**config.mk**
```make
export PLATFORM = sky130hd
export DESIGN_NAME = abro_pattern_sequencer
export DESIGN_NICKNAME = d
export VERILOG_FILES = /design/src/rtl/abro_pattern_sequencer.sv
export SDC_FILE = /design/constraint.sdc
export NUM_CORES = 1
export LEC_CHECK = 0
export ABC_AREA = 0
export ABC_CLOCK_PERIOD_IN_PS = 2100
export BUFFER_PORTS_ARGS = -buffer_cell sky130_fd_sc_hd__buf_4
export CORE_MARGIN = 4
export CORE_UTILIZATION = 40
export CTS_BUF_LIST = sky130_fd_sc_hd__clkbuf_16
export DETAILED_ROUTE_END_ITERATION = 16
export HOLD_SLACK_MARGIN = 0.15
export SYNTH_ARGS = -nofsm -noshare
export SYNTH_HDL_FRONTEND = slang
export SYNTH_SLANG_ARGS = --single-unit
```
**constraint.sdc**
```tcl
create_clock -name clk -period 2.1 [get_ports clk]
set_input_delay 0.21 -clock clk [delete_from_list [all_inputs] [get_ports clk]]
set_output_delay 0.21 -clock clk [all_outputs]
set_load 0.03 [all_outputs]
```
**src/rtl/abro_pattern_sequencer.sv**
```systemverilog
// rtl/abro_pattern_sequencer.sv - plays a stored {A,B} step table into one ABRO FSM and counts O responses; ABRO_SEQ_CHECK_EN adds expected-response checking
module abro_pattern_sequencer #(
    parameter int DEPTH = 8,
    parameter int AW    = 3,
    parameter int CNT_W = 8
) (
    input  logic             clk,
    input  logic             reset_n,
    input  logic             wr_en,
    input  logic [AW-1:0]    wr_addr,
    input  logic [6:0]       wr_data,
    input  logic [AW:0]      len,
    input  logic             start,
    input  logic             abort,
    output logic             busy,
    output logic             done,
    output logic             A,
    output logic             B,
    input  logic             O,
    input  logic [3:0]       state,
    output logic [CNT_W-1:0] o_count,
    output logic [CNT_W-1:0] err_count
);

    // Table entry holds {A,B} and, when checking is built in, {O_exp, state_exp}.
`ifdef ABRO_SEQ_CHECK_EN
    localparam int TW = 7;
`else
    localparam int TW = 2;
`endif
    localparam logic [AW:0] DEPTH_N = (AW+1)'(DEPTH);

    typedef enum logic [1:0] {
        S_IDLE  = 2'd0,
        S_RUN   = 2'd1,
        S_DRAIN = 2'd2
    } fsm_t;

    fsm_t             fsm_q, fsm_d;
    logic [TW-1:0]    table_q [DEPTH];
    logic [AW-1:0]    idx_q, idx_d;
    logic [AW:0]      n_q, n_d;
    logic             a_q, a_d;
    logic             b_q, b_d;
    logic             done_q, done_d;
    logic             sample_q, sample_d;
    logic [CNT_W-1:0] o_cnt_q, o_cnt_d;
    logic [AW:0]      n_start;
    logic [AW-1:0]    idx_inc;
    logic             last_step;
    logic             accept;

`ifdef ABRO_SEQ_CHECK_EN
    // exp_q travels with the driven step; exp_prev_q lines up with its sampled response.
    logic [4:0]       exp_q, exp_d, exp_prev_q;
    logic [CNT_W-1:0] err_q, err_d;
    logic             mismatch;
`else
    logic             unused_inputs;
    assign unused_inputs = ^{state, wr_data[4:0]};
`endif

    // Pattern table: written only while idle, cleared by reset.
    always_ff @(posedge clk or negedge reset_n) begin
        if (!reset_n) begin
            for (int i = 0; i < DEPTH; i++) begin
                table_q[i] <= '0;
            end
        end else if (wr_en && (fsm_q == S_IDLE)) begin
            table_q[wr_addr] <= wr_data[6 -: TW];
        end
    end

    // Next-state, step drive and response counting.
    always_comb begin
        fsm_d     = fsm_q;
        idx_d     = idx_q;
        n_d       = n_q;
        a_d       = 1'b0;
        b_d       = 1'b0;
        done_d    = 1'b0;
        o_cnt_d   = o_cnt_q;
        sample_d  = (fsm_q == S_RUN) && !abort;
        n_start   = (len > DEPTH_N) ? DEPTH_N : len;
        idx_inc   = idx_q + 1'b1;
        last_step = ({1'b0, idx_q} == (n_q - 1'b1));
        accept    = (fsm_q == S_IDLE) && start && !abort;
`ifdef ABRO_SEQ_CHECK_EN
        exp_d     = '0;
        err_d     = err_q;
        mismatch  = (O != exp_prev_q[4]) || (state != exp_prev_q[3:0]);
`endif

        // Abort freezes the counts at whatever they reached.
        if (sample_q && !abort) begin
            if (O && (o_cnt_q != '1)) begin
                o_cnt_d = o_cnt_q + 1'b1;
            end
`ifdef ABRO_SEQ_CHECK_EN
            if (mismatch && (err_q != '1)) begin
                err_d = err_q + 1'b1;
            end
`endif
        end

        case (fsm_q)
            S_IDLE: begin
                if (accept) begin
                    n_d     = n_start;
                    idx_d   = '0;
                    o_cnt_d = '0;
`ifdef ABRO_SEQ_CHECK_EN
                    err_d   = '0;
`endif
                    if (n_start != '0) begin
                        fsm_d = S_RUN;
                        a_d   = table_q[0][TW-1];
                        b_d   = table_q[0][TW-2];
`ifdef ABRO_SEQ_CHECK_EN
                        exp_d = table_q[0][4:0];
`endif
                    end else begin
                        done_d = 1'b1;
                    end
                end
            end
            S_RUN: begin
                if (abort) begin
                    fsm_d = S_IDLE;
                end else if (last_step) begin
                    fsm_d = S_DRAIN;
                end else begin
                    idx_d = idx_inc;
                    a_d   = table_q[idx_inc][TW-1];
                    b_d   = table_q[idx_inc][TW-2];
`ifdef ABRO_SEQ_CHECK_EN
                    exp_d = table_q[idx_inc][4:0];
`endif
                end
            end
            S_DRAIN: begin
                fsm_d  = S_IDLE;
                done_d = !abort;
            end
            default: begin
                fsm_d = S_IDLE;
            end
        endcase
    end

    // State and registered outputs.
    always_ff @(posedge clk or negedge reset_n) begin
        if (!reset_n) begin
            fsm_q      <= S_IDLE;
            idx_q      <= '0;
            n_q        <= '0;
            a_q        <= 1'b0;
            b_q        <= 1'b0;
            done_q     <= 1'b0;
            sample_q   <= 1'b0;
            o_cnt_q    <= '0;
`ifdef ABRO_SEQ_CHECK_EN
            exp_q      <= '0;
            exp_prev_q <= '0;
            err_q      <= '0;
`endif
        end else begin
            fsm_q      <= fsm_d;
            idx_q      <= idx_d;
            n_q        <= n_d;
            a_q        <= a_d;
            b_q        <= b_d;
            done_q     <= done_d;
            sample_q   <= sample_d;
            o_cnt_q    <= o_cnt_d;
`ifdef ABRO_SEQ_CHECK_EN
            exp_q      <= exp_d;
            exp_prev_q <= exp_q;
            err_q      <= err_d;
`endif
        end
    end

    assign busy    = (fsm_q != S_IDLE);
    assign done    = done_q;
    assign A       = a_q;
    assign B       = b_q;
    assign o_count = o_cnt_q;
`ifdef ABRO_SEQ_CHECK_EN
    assign err_count = err_q;
`else
    assign err_count = '0;
`endif

endmodule

```
# Yosys cells after proc, flatten, opt, wreduce, memory -nomap -nowiden

Index checks and enable logic that the tools add are counted.

Input bits: 24
Logic and storage cells: 82
Register bits after elaboration: 37
Output and inout port bits: 20

Bitwise gates (word level): 2
Mux-type cells: 33
Equal/unequal tests: 9
Reduce and logical (&&, ||, !) cells: 15
Order comparisons: 4
Add/sub/neg operators: 3

Operators with widths:

| cell                                                       | number |
|---|---|
| two-way mux 8 bit                                          | 4 |
| bitwise mux 16 bit                                         | 1 |
| two-way mux 2 bit                                          | 7 |
| two-way mux 1 bit                                          | 10 |
| two-way mux 3 bit                                          | 3 |
| adder 8 x 1 -> 8 bit, second input constant                | 1 |
| greater-or-equal comparator 4 bit, second input constant   | 2 |
| != test 8 bit, second input constant                       | 1 |
| inverter 3 -> 4 bit                                        | 2 |
| logical AND 1 bit                                          | 7 |
| binary-select mux 2 bit (select 3 bit)                     | 1 |
| demux 2 bit (select 3 bit)                                 | 1 |
| != test 2 bit, second input constant                       | 3 |
| one-hot mux 1 bit (2 select lines)                         | 3 |
| one-hot mux 3 bit (2 select lines)                         | 1 |
| == test 3 x 4 -> 1 bit                                     | 1 |
| > comparator 4 bit, second input constant                  | 1 |
| less-than comparator 4 x 1 -> 1 bit, second input constant | 1 |
| two-way mux 4 bit                                          | 1 |
| one-hot mux 2 bit (2 select lines)                         | 1 |
| AND reduction 4 bit                                        | 1 |
| nonzero test 2 bit                                         | 2 |
| nonzero test 4 bit                                         | 1 |
| subtractor 4 x 1 -> 4 bit, second input constant           | 1 |
| 9 further kinds                                            | 9 |

# Depth between registers and ports, before layout

Gate-level depths: netlist of run 1.

Depth after elaboration: 8
Mapped depth: 6
Gate-level depth less buffers: 6

# Least setup slack after synthesis of run 1

OpenSTA, ideal clock, no wires.

Path type: reg2reg
From: reg o_cnt_q[0], in the netlist o_count[0]
To: reg o_cnt_q[5], in the netlist o_count[5]
Slack: 0.408 ns
Arrival time: 1.614 ns
Period minus slack after synthesis: 1.692 ns
Cell stages (with the launch flop): 6
Data required time: 2.022 ns
Library setup time: 0.078 ns
Path buffers: 0
Cells stage by stage: dfrtp_1 ha_1 nand2_1 nor3_1 or4_1 a21oi_1

Word-level cells in the longest chain between the ends: 6
Elaborated cells between the ends (all ways): 7
Those cells by class: 1 x add/sub; 1 x eq/ne; 4 x mux; 1 x reduce/logical

Ends and longest elaborated chain:

| what                                                                         | line | source |
|---|---|---|
| start, declared                                                              | 47   | `logic [CNT_W-1:0] o_cnt_q, o_cnt_d;` |
| start signal, assigned                                                       | 175  | `o_cnt_q <= o_cnt_d;` |
| parallel branches: the longest is 2 deep, another holds adder 8 x 1 -> 8 bit | -    |  |
| two-way mux 8 bit *                                                          | 96   | `if (O && (o_cnt_q != '1)) begin` |
| two-way mux 8 bit *                                                          | 95   | `if (sample_q && !abort) begin` |
| two-way mux 8 bit                                                            | 108  | `if (accept) begin` |
| two-way mux 8 bit *                                                          | 106  | `case (fsm_q)` |
| net o_cnt_d[5]                                                               | 47   |  |

Mark *: on every way through the listed nets, which the timed path passes.
A chain may end at the register's enable or synchronous reset.

# Final worst setup path of run 1

From: reg n_q[0]
To: reg fsm_q[0]

Word-level cells in the longest chain between the ends: 4

Ends and longest elaborated chain:

| what                          | line | source |
|---|---|---|
| start, declared               | 42   | `logic [AW:0] n_q, n_d;` |
| start signal, assigned        | 170  | `n_q <= n_d;` |
| subtractor 4 x 1 -> 4 bit     | 86   | `last_step = ({1'b0, idx_q} == (n_q - 1'b1));` |
| == test 3 x 4 -> 1 bit        | 86   |  |
| != test 3 bit (no line)       | -    |  |
| AND reduction 3 bit (no line) | -    |  |
| end signal, assigned          | 168  | `fsm_q <= fsm_d;` |
| end, declared                 | 39   | `fsm_t fsm_q, fsm_d;` |

No other way between the ends.

==> summary.txt, run 1 <==
Synth
  – Dominant cell type by area after synthesis: dfrtp_1
  – Main flop type after synthesis: dfrtp_1
  – Commonest cells in the netlist: dfrtp_1 (37), nand2_1 (20), mux2_2 (16)
  – Synth cell types: 40
  – Cell Area, Synth: 1930 um^2
  – Fraction of registers with async set/reset: 100%
  – Most frequent cell after synthesis: dfrtp_1
  – Cells after Synth: 170
  – Post-synthesis sequential area ratio: 47.9%
  – Syn avg cell area: 11.4 um^2
  – Synth area leaders: dfrtp_1 (48%), mux2_2 (9.3%), mux4_2 (4.7%)
  – Synth warnings: 0
  – EDFF count, synth: 0
  – Yosys reg bits: 37
  – Synth top area share: 47.9%

Drt
  – # DRC: 0
  – Pre-antenna DRT Iters: 4
  – DR iter-0 viols: 77
  – Final WL: 3.94 mm
  – Vias per inst: 5.37
  – Number of routed nets with antenna violations: 0
  – DR vias: 1379
  – Routed wire per std cell: 15.3 um

Floorplan
  – Core area: 4690 um^2
  – Die area: 6010 um^2
  – Die Span Y: 77.5 um
  – Row count: 25
  – Initial Util: 41.2%
  – Ports: 44
  – DIE WIDTH: 77.5 um

STA
  – Period utilisation layout: 82.1%
  – Slew HR: 56.4%
  – Min Tclk post-route: 1.72 ns
  – Slew @ Worst Pin: 0.648 ns
  – Final setup viols: 0
  – F_max: 0.580 GHz
  – WHS: 0.150 ns
  – Hold Fails Final Rpt: 0
  – Pins over their slew limit: 0
  – Final Skew: 0.00661 ns
  – RSZ-0062 raised after global routing: no
  – Setup WS post-layout: 0.376 ns
  – Setup TNS: 0 ns

Critical path
  – R2r worst-path depth: 6
  – Critical path class: flip-flop to flip-flop
  – R2R Path Start: n_q[0]
  – Startpoint Class: flip-flop
  – Worst-path fanout max: 5
  – Origin of the worst setup path: n_q[0]
  – Nature of the critical path endpoint: flip-flop
  – CP Data Required Time: 2.23 ns
  – Worst r2r dst: fsm_q[0]
  – Crit path DAT: 1.85 ns
  – FF-to-FF setup slack: 0.38 ns

Layout
  – Layout area overhead: 19.5%
  – Nets@finish: 229
  – Layout cells sized above 1: 29.1%
  – Final instance area: 2310 um^2
  – Fillers: 437
  – Non-Filler Instances: 257
  – Util after Layout: 49.3%
  – Diodes inserted: 0

Global routing
  – Initial antenna violation count: 0
  – GRT overflow: 0
  – Vias in the first global route: 1458
  – Tot GR Track Use: 14.2%
  – Largest net degree at the start of global routing: 38
  – First-pass GRT wire length: 6.81 mm

Worst hold path
  – Hold path cells: 2
  – Worst Hold Class: input port to flip-flop
  – Hold_sp: abort
  – Min-Delay Endpoint: done

Place
  – Quantity of I/O buffers inserted on ports: 26
  – Post-DP HPWL: 2.96 mm
  – Placed inst area: 2160 um^2
  – Global placement routability congestion: 0.856
  – # placed instances: 248
  – Pre-CTS setup slack: 0.384 ns

Run
  – Max-Cap Viols: 0

CTS
  – Htree depth: 2
  – Clock Latency Late Sink: 0.28 ns
  – Worst-path clk slew: 0.05 ns
  – TritonCTS Sinks: 37
  – CTS tree: yes
  – Root buffer cell: clkbuf_16
  – Clk buf depth: 2
  – Post-CTS sizing: 0
  – CTS buffer count: 5

Power
  – Leak: 1.07 nW
  – Maximum vdd drop: 0.445 mV
  – Final Power: 2.38 mW
  – Power density cells: 1030 nW/um^2

Run status
  – Status: finished, final reports clean
==> routing by layer <==
| metal | global-route usage, % | vias up | part of all wire (%) |
|---|---|---|---|
| met5 | 0 | - | 0 |
| met4 | 4.27 | 0 | 1.3 |
| met3 | 4.87 | 5 | 4.4 |
| met2 | 22.5 | 25 | 48 |
| met1 | 18.3 | 685 | 46 |
| li1 | - | 664 | - |
==> cell families (layout without fill, tap and decap cells) <==
group,count (synthesis),after routing,synth area share (%)
XOR/XNOR,7,7,3.88
AND/OR/NAND/NOR,61,61,17.7
AO/OA/AOI/OAI,22,22,7.44
adder cells (fa/ha/maj),3,3,1.94
multiplexers,25,25,16.6
other,1,8,0.194
buffers and inverters,14,40,4.34
flip-flops,37,37,47.9
==> placed cells by master, fill, tap and decap left out, drive strengths merged, types with 3 or more instances in the layout <==
master   n
and3     4
mux2i    5
inv      6
or3      3
nor2     8
nand3b   4
xor2     6
o21ai   11
buf     28
ha       3
nor3     4
clkbuf   5
a21oi    5
nand3    4
nor4b    3
conb     8
mux4     4
dfrtp   37
mux2    16
nand2   20
==> how the worst max path moves through the flow <==
stage / depth (start not counted) / slack [ns] / end
floorplan: 5 / 0.41 / o_count[5]
global placement: 6 / 0.42 / fsm_q[0]
detailed placement: 6 / 0.38 / fsm_q[0]
CTS: 6 / 0.37 / fsm_q[0]
global route: 6 / 0.24 / idx_q[0]
finish: 6 / 0.38 / fsm_q[0]
==> where the power goes <==
group,internal (mW),switching (mW),leakage [nW],total [mW]
Clock,0.426,0.259,0.0776,0.685
Sequential,0.880,0.144,0.477,1.02
Combinational,0.366,0.310,0.520,0.675
==> sequential cells by signal (all words and copies together), names as in the netlist <==
signal	cells
o_count	8
table_q	16
done	1
fsm_q	2
A	1
sample_q	1
B	1
idx_q	3
n_q	4
==> worst max-delay path, cell delays in order (launching register included) <==
cell	delay, ns
dfrtp_1	0.38
inv_1	0.07
ha_1	0.19
xnor3_1	0.35
nand3_1	0.15
o21ai_2	0.28
o21ai_0	0.15
==> area by class of cell <==
| type | count | area, um^2 | share of cell area, % |
|---|---|---|---|
| sequential | 37 | 926 | 40.1 |
| clock buffer | 5 | 125 | 5.41 |
| clock inverter | 3 | 11.3 | 0.487 |
| timing repair buffer | 29 | 220 | 9.53 |
| tap | 54 | 67.6 | 2.92 |
| multi-input combinational | 126 | 950 | 41.1 |
| inverter | 3 | 11.3 | 0.487 |
==> repair_timing <==
action	CTS	global route
hold buffers	1	0
buffers inserted	0	0
hold endpoints to repair	37	0
No activity file was read; power rests on OpenSTA's default activity.
==> run 2: changes to the inputs <==
ABC_CLOCK_PERIOD_IN_PS = 1450   (was 2100)
clock period = 1.45 ns   (was 2.1 ns; I/O delays follow)
==> run 2 against run 1 <==
Net effect:
- the flow now finishes with violations (setup timing)
- core utilization up 7.0 points
- power up 59%
- sequential share of layout area down 4.7 points
- setup slack worse by 0.44 ns
- critical path type unchanged
- largest power group unchanged
==> summary.txt, run 2 (synthesis results as in run 1) <==
CTS
  – Clk buf depth: 2 (unchanged)
  – Worst-path clk slew: 0.05 ns (about the same)
  – CTS tree: yes
  – CTS buffer count: 5 (unchanged)
  – TritonCTS Sinks: 37 (unchanged)
  – Root buffer cell: clkbuf_16
  – Clock Latency Late Sink: 0.28 ns (about the same)
  – Htree depth: 2 (unchanged)

STA
  – Final setup viols: 10 (+10)
  – Setup WS post-layout: -0.0660 ns (-0.442 ns)
  – WHS: 0.172 ns (+0.0214 ns)
  – F_max: 0.660 GHz (+14%)
  – RSZ-0062 raised after global routing: yes
  – Period utilisation layout: 105% (+22 points)
  – Min Tclk post-route: 1.52 ns (-0.208 ns)
  – Hold Fails Final Rpt: 0 (unchanged)
  – Pins over their slew limit: 0 (unchanged)
  – Setup TNS: -0.358 ns (-0.358 ns)
  – Final Skew: 0.00602 ns (-0.000587 ns)

Layout
  – Max reg flops: 16 (unchanged)
  – Final instance area: 2640 um^2 (+14%)
  – Sequential Area: 933 um^2 (+0.81%)
  – Most flop-heavy register: table_q
  – Fillers: 411 (-5.9%)
  – Nets@finish: 253 (+10%)
  – Multi-input logic area: 1080 um^2 (+14%)
  – Non-Filler Instances: 281 (+9.3%)
  – Layout area overhead: 36.6%
  – Commonest cells after routing, fill and taps aside: buf_4 (47), dfrtp_1 (31), nand2_1 (18)
  – Most common cell after layout, fill and taps aside: buf_4
  – Layout cells sized above 1: 44.9% (+16 points)
  – Diodes inserted: 0 (unchanged)

Floorplan
  – Row count: 25 (unchanged)
  – Core area: 4690 um^2 (unchanged)
  – Die area: 6010 um^2 (unchanged)
  – Die Span Y: 77.5 um (unchanged)
  – Ports: 44 (unchanged)
  – DIE WIDTH: 77.5 um (unchanged)
  – Initial Util: 41.2% (unchanged)

Drt
  – Pre-antenna DRT Iters: 4 (unchanged)
  – # DRC: 0 (unchanged)
  – DR vias: 1501 (+8.8%)
  – DR iter-0 viols: 105 (+36%)
  – Number of routed nets with antenna violations: 0 (unchanged)
  – Vias per inst: 5.34 (-0.45%)
  – Routed wire per std cell: 15.6 um (+1.8%)
  – Final WL: 4.38 mm (+11%)

Critical path
  – Critical path's slowest cell: dfrtp_1
  – Family with the most delay on the worst path: simple AND/OR/NAND/NOR gates
  – R2r worst-path depth: 4 (-2)
  – Critical-path cell list: nor2_1 -> and3_2 -> and3_1 -> mux2_2
  – Worst-path fanout max: 6 (+1)
  – Worst r2r dst: table_q[1]
  – Nature of the critical path endpoint: flip-flop
  – Origin of the worst setup path: fsm_q[0]
  – Startpoint Class: flip-flop
  – Largest stage delay, worst path: 0.46 ns (+0.08 ns)
  – FF-to-FF setup slack: -0.07 ns (-0.44 ns)
  – CP Data Required Time: 1.61 ns (-0.62 ns)
  – WP buf/inv: 0 (-1)
  – Critical path class: flip-flop to flip-flop
  – Crit path DAT: 1.68 ns (-0.17 ns)
  – CP Depth: 4 (-2)
  – Worst setup endpoint: table_q[1]
  – R2R Path Start: fsm_q[0]

Place
  – Placed inst area: 2340 um^2 (+8.0%)
  – # placed instances: 263 (+6.0%)
  – Global placement routability congestion: 0.838 (-2.1%)
  – Quantity of I/O buffers inserted on ports: 26 (unchanged)
  – Post-DP HPWL: 3.09 mm (+4.3%)

Global routing
  – Largest net degree at the start of global routing: 38 (unchanged)
  – Initial antenna violation count: 0 (unchanged)
  – Vias in the first global route: 1572 (+7.8%)
  – GRT overflow: 0 (unchanged)
  – First-pass GRT wire length: 7.49 mm (+10%)
  – Tot GR Track Use: 15.8% (+1.6 points)

Worst hold path
  – Worst Hold Class: input port to flip-flop
  – Hold_sp: wr_data[5]

Power
  – Maximum vdd drop: 0.578 mV (+30%)
  – Power density cells: 1440 nW/um^2 (+39%)
  – Leak: 1.22 nW (+13%)
  – Switching Share: 30.7% (+0.83 points)
  – Clock Power Share: 26.8% (-1.9 points)
  – Switching Power: 1.17 mW (+64%)
  – Comb power frac: 35.2% (+6.9 points)
  – Sequential share of power: 38.0% (-4.9 points)
  – Power Internal: 2.63 mW (+58%)

Run
  – Max-Cap Viols: 0 (unchanged)

Run status
  – Status: finished with violations
  – Failing checks: setup timing
run 2: cell types whose count changed in the layout (fill, tap and decap cells not counted), sizes merged:
| cell | change |
|---|---|
| buf | +19 |
| clkinv | +3 |
| dlygate4sd3 | +5 |
| inv | -3 |
run 2: stage by stage:
stage | util, % | setup WS (ns) | total power, mW
6_report | 56.3 | -0.0660 | 3.80
3_3_place_gp | 49.8 | -0.0541 | 2.63
2_1_floorplan | - | -0.0195 | 2.25
5_1_grt | 56.3 | -0.153 | 4.01
4_1_cts | 54.7 | -0.0904 | 3.76
3_5_place_dp | 49.8 | -0.0888 | 2.68
run 2: how the worst min path moves through the flow:
stage	endpoint	slack, ns	cells after the start
5_1_grt	table_q[5]	0.18	2
6_report	table_q[2]	0.17	2
4_1_cts	table_q[2]	0.17	2
3_5_place_dp	o_count[3]	0.14	1
2_1_floorplan	A	-0.15	0
3_3_place_gp	o_count[3]	0.13	1
run 2: power groups by stage:
stage	combinational [mW]	clock, mW	sequential [mW]
after floorplan	0.788	0	1.46
after global placement	1.20	0	1.43
after detailed placement	1.23	0	1.46
after CTS	1.28	1.04	1.44
after global routing	1.45	1.09	1.47
final	1.34	1.02	1.44
run 2: cell type report:
cell class	count	area share (%)
multi-input cells	126	40.8
clock buffers	5	4.74
flip-flops and latches	37	35.3
well taps	54	2.56
clock inverters	3	0.474
repair buffers	53	15.6
inverters	3	0.426
run 2: repair_timing:
item,CTS,global route
hold buffers,6,0
gates resized for setup,7,10
buffers inserted,1,3
setup endpoints to repair,12,27
endpoints found under the hold margin,44,0
pin swaps,5,8
run 2: worst reg2reg max path, stage by stage (launching register included):
cell	delay [ns]
dfrtp_1	0.46
nor2_1	0.15
and3_2	0.25
and3_1	0.20
mux2_2	0.34
run 2: layer usage:
layer	wire length (um)	track usage, %	part of all wire [%]
met4	48	4.98	1.1
met2	2250	26.6	51
met1	1920	19.6	44
met5	0	0	0
met3	167	4.29	3.8
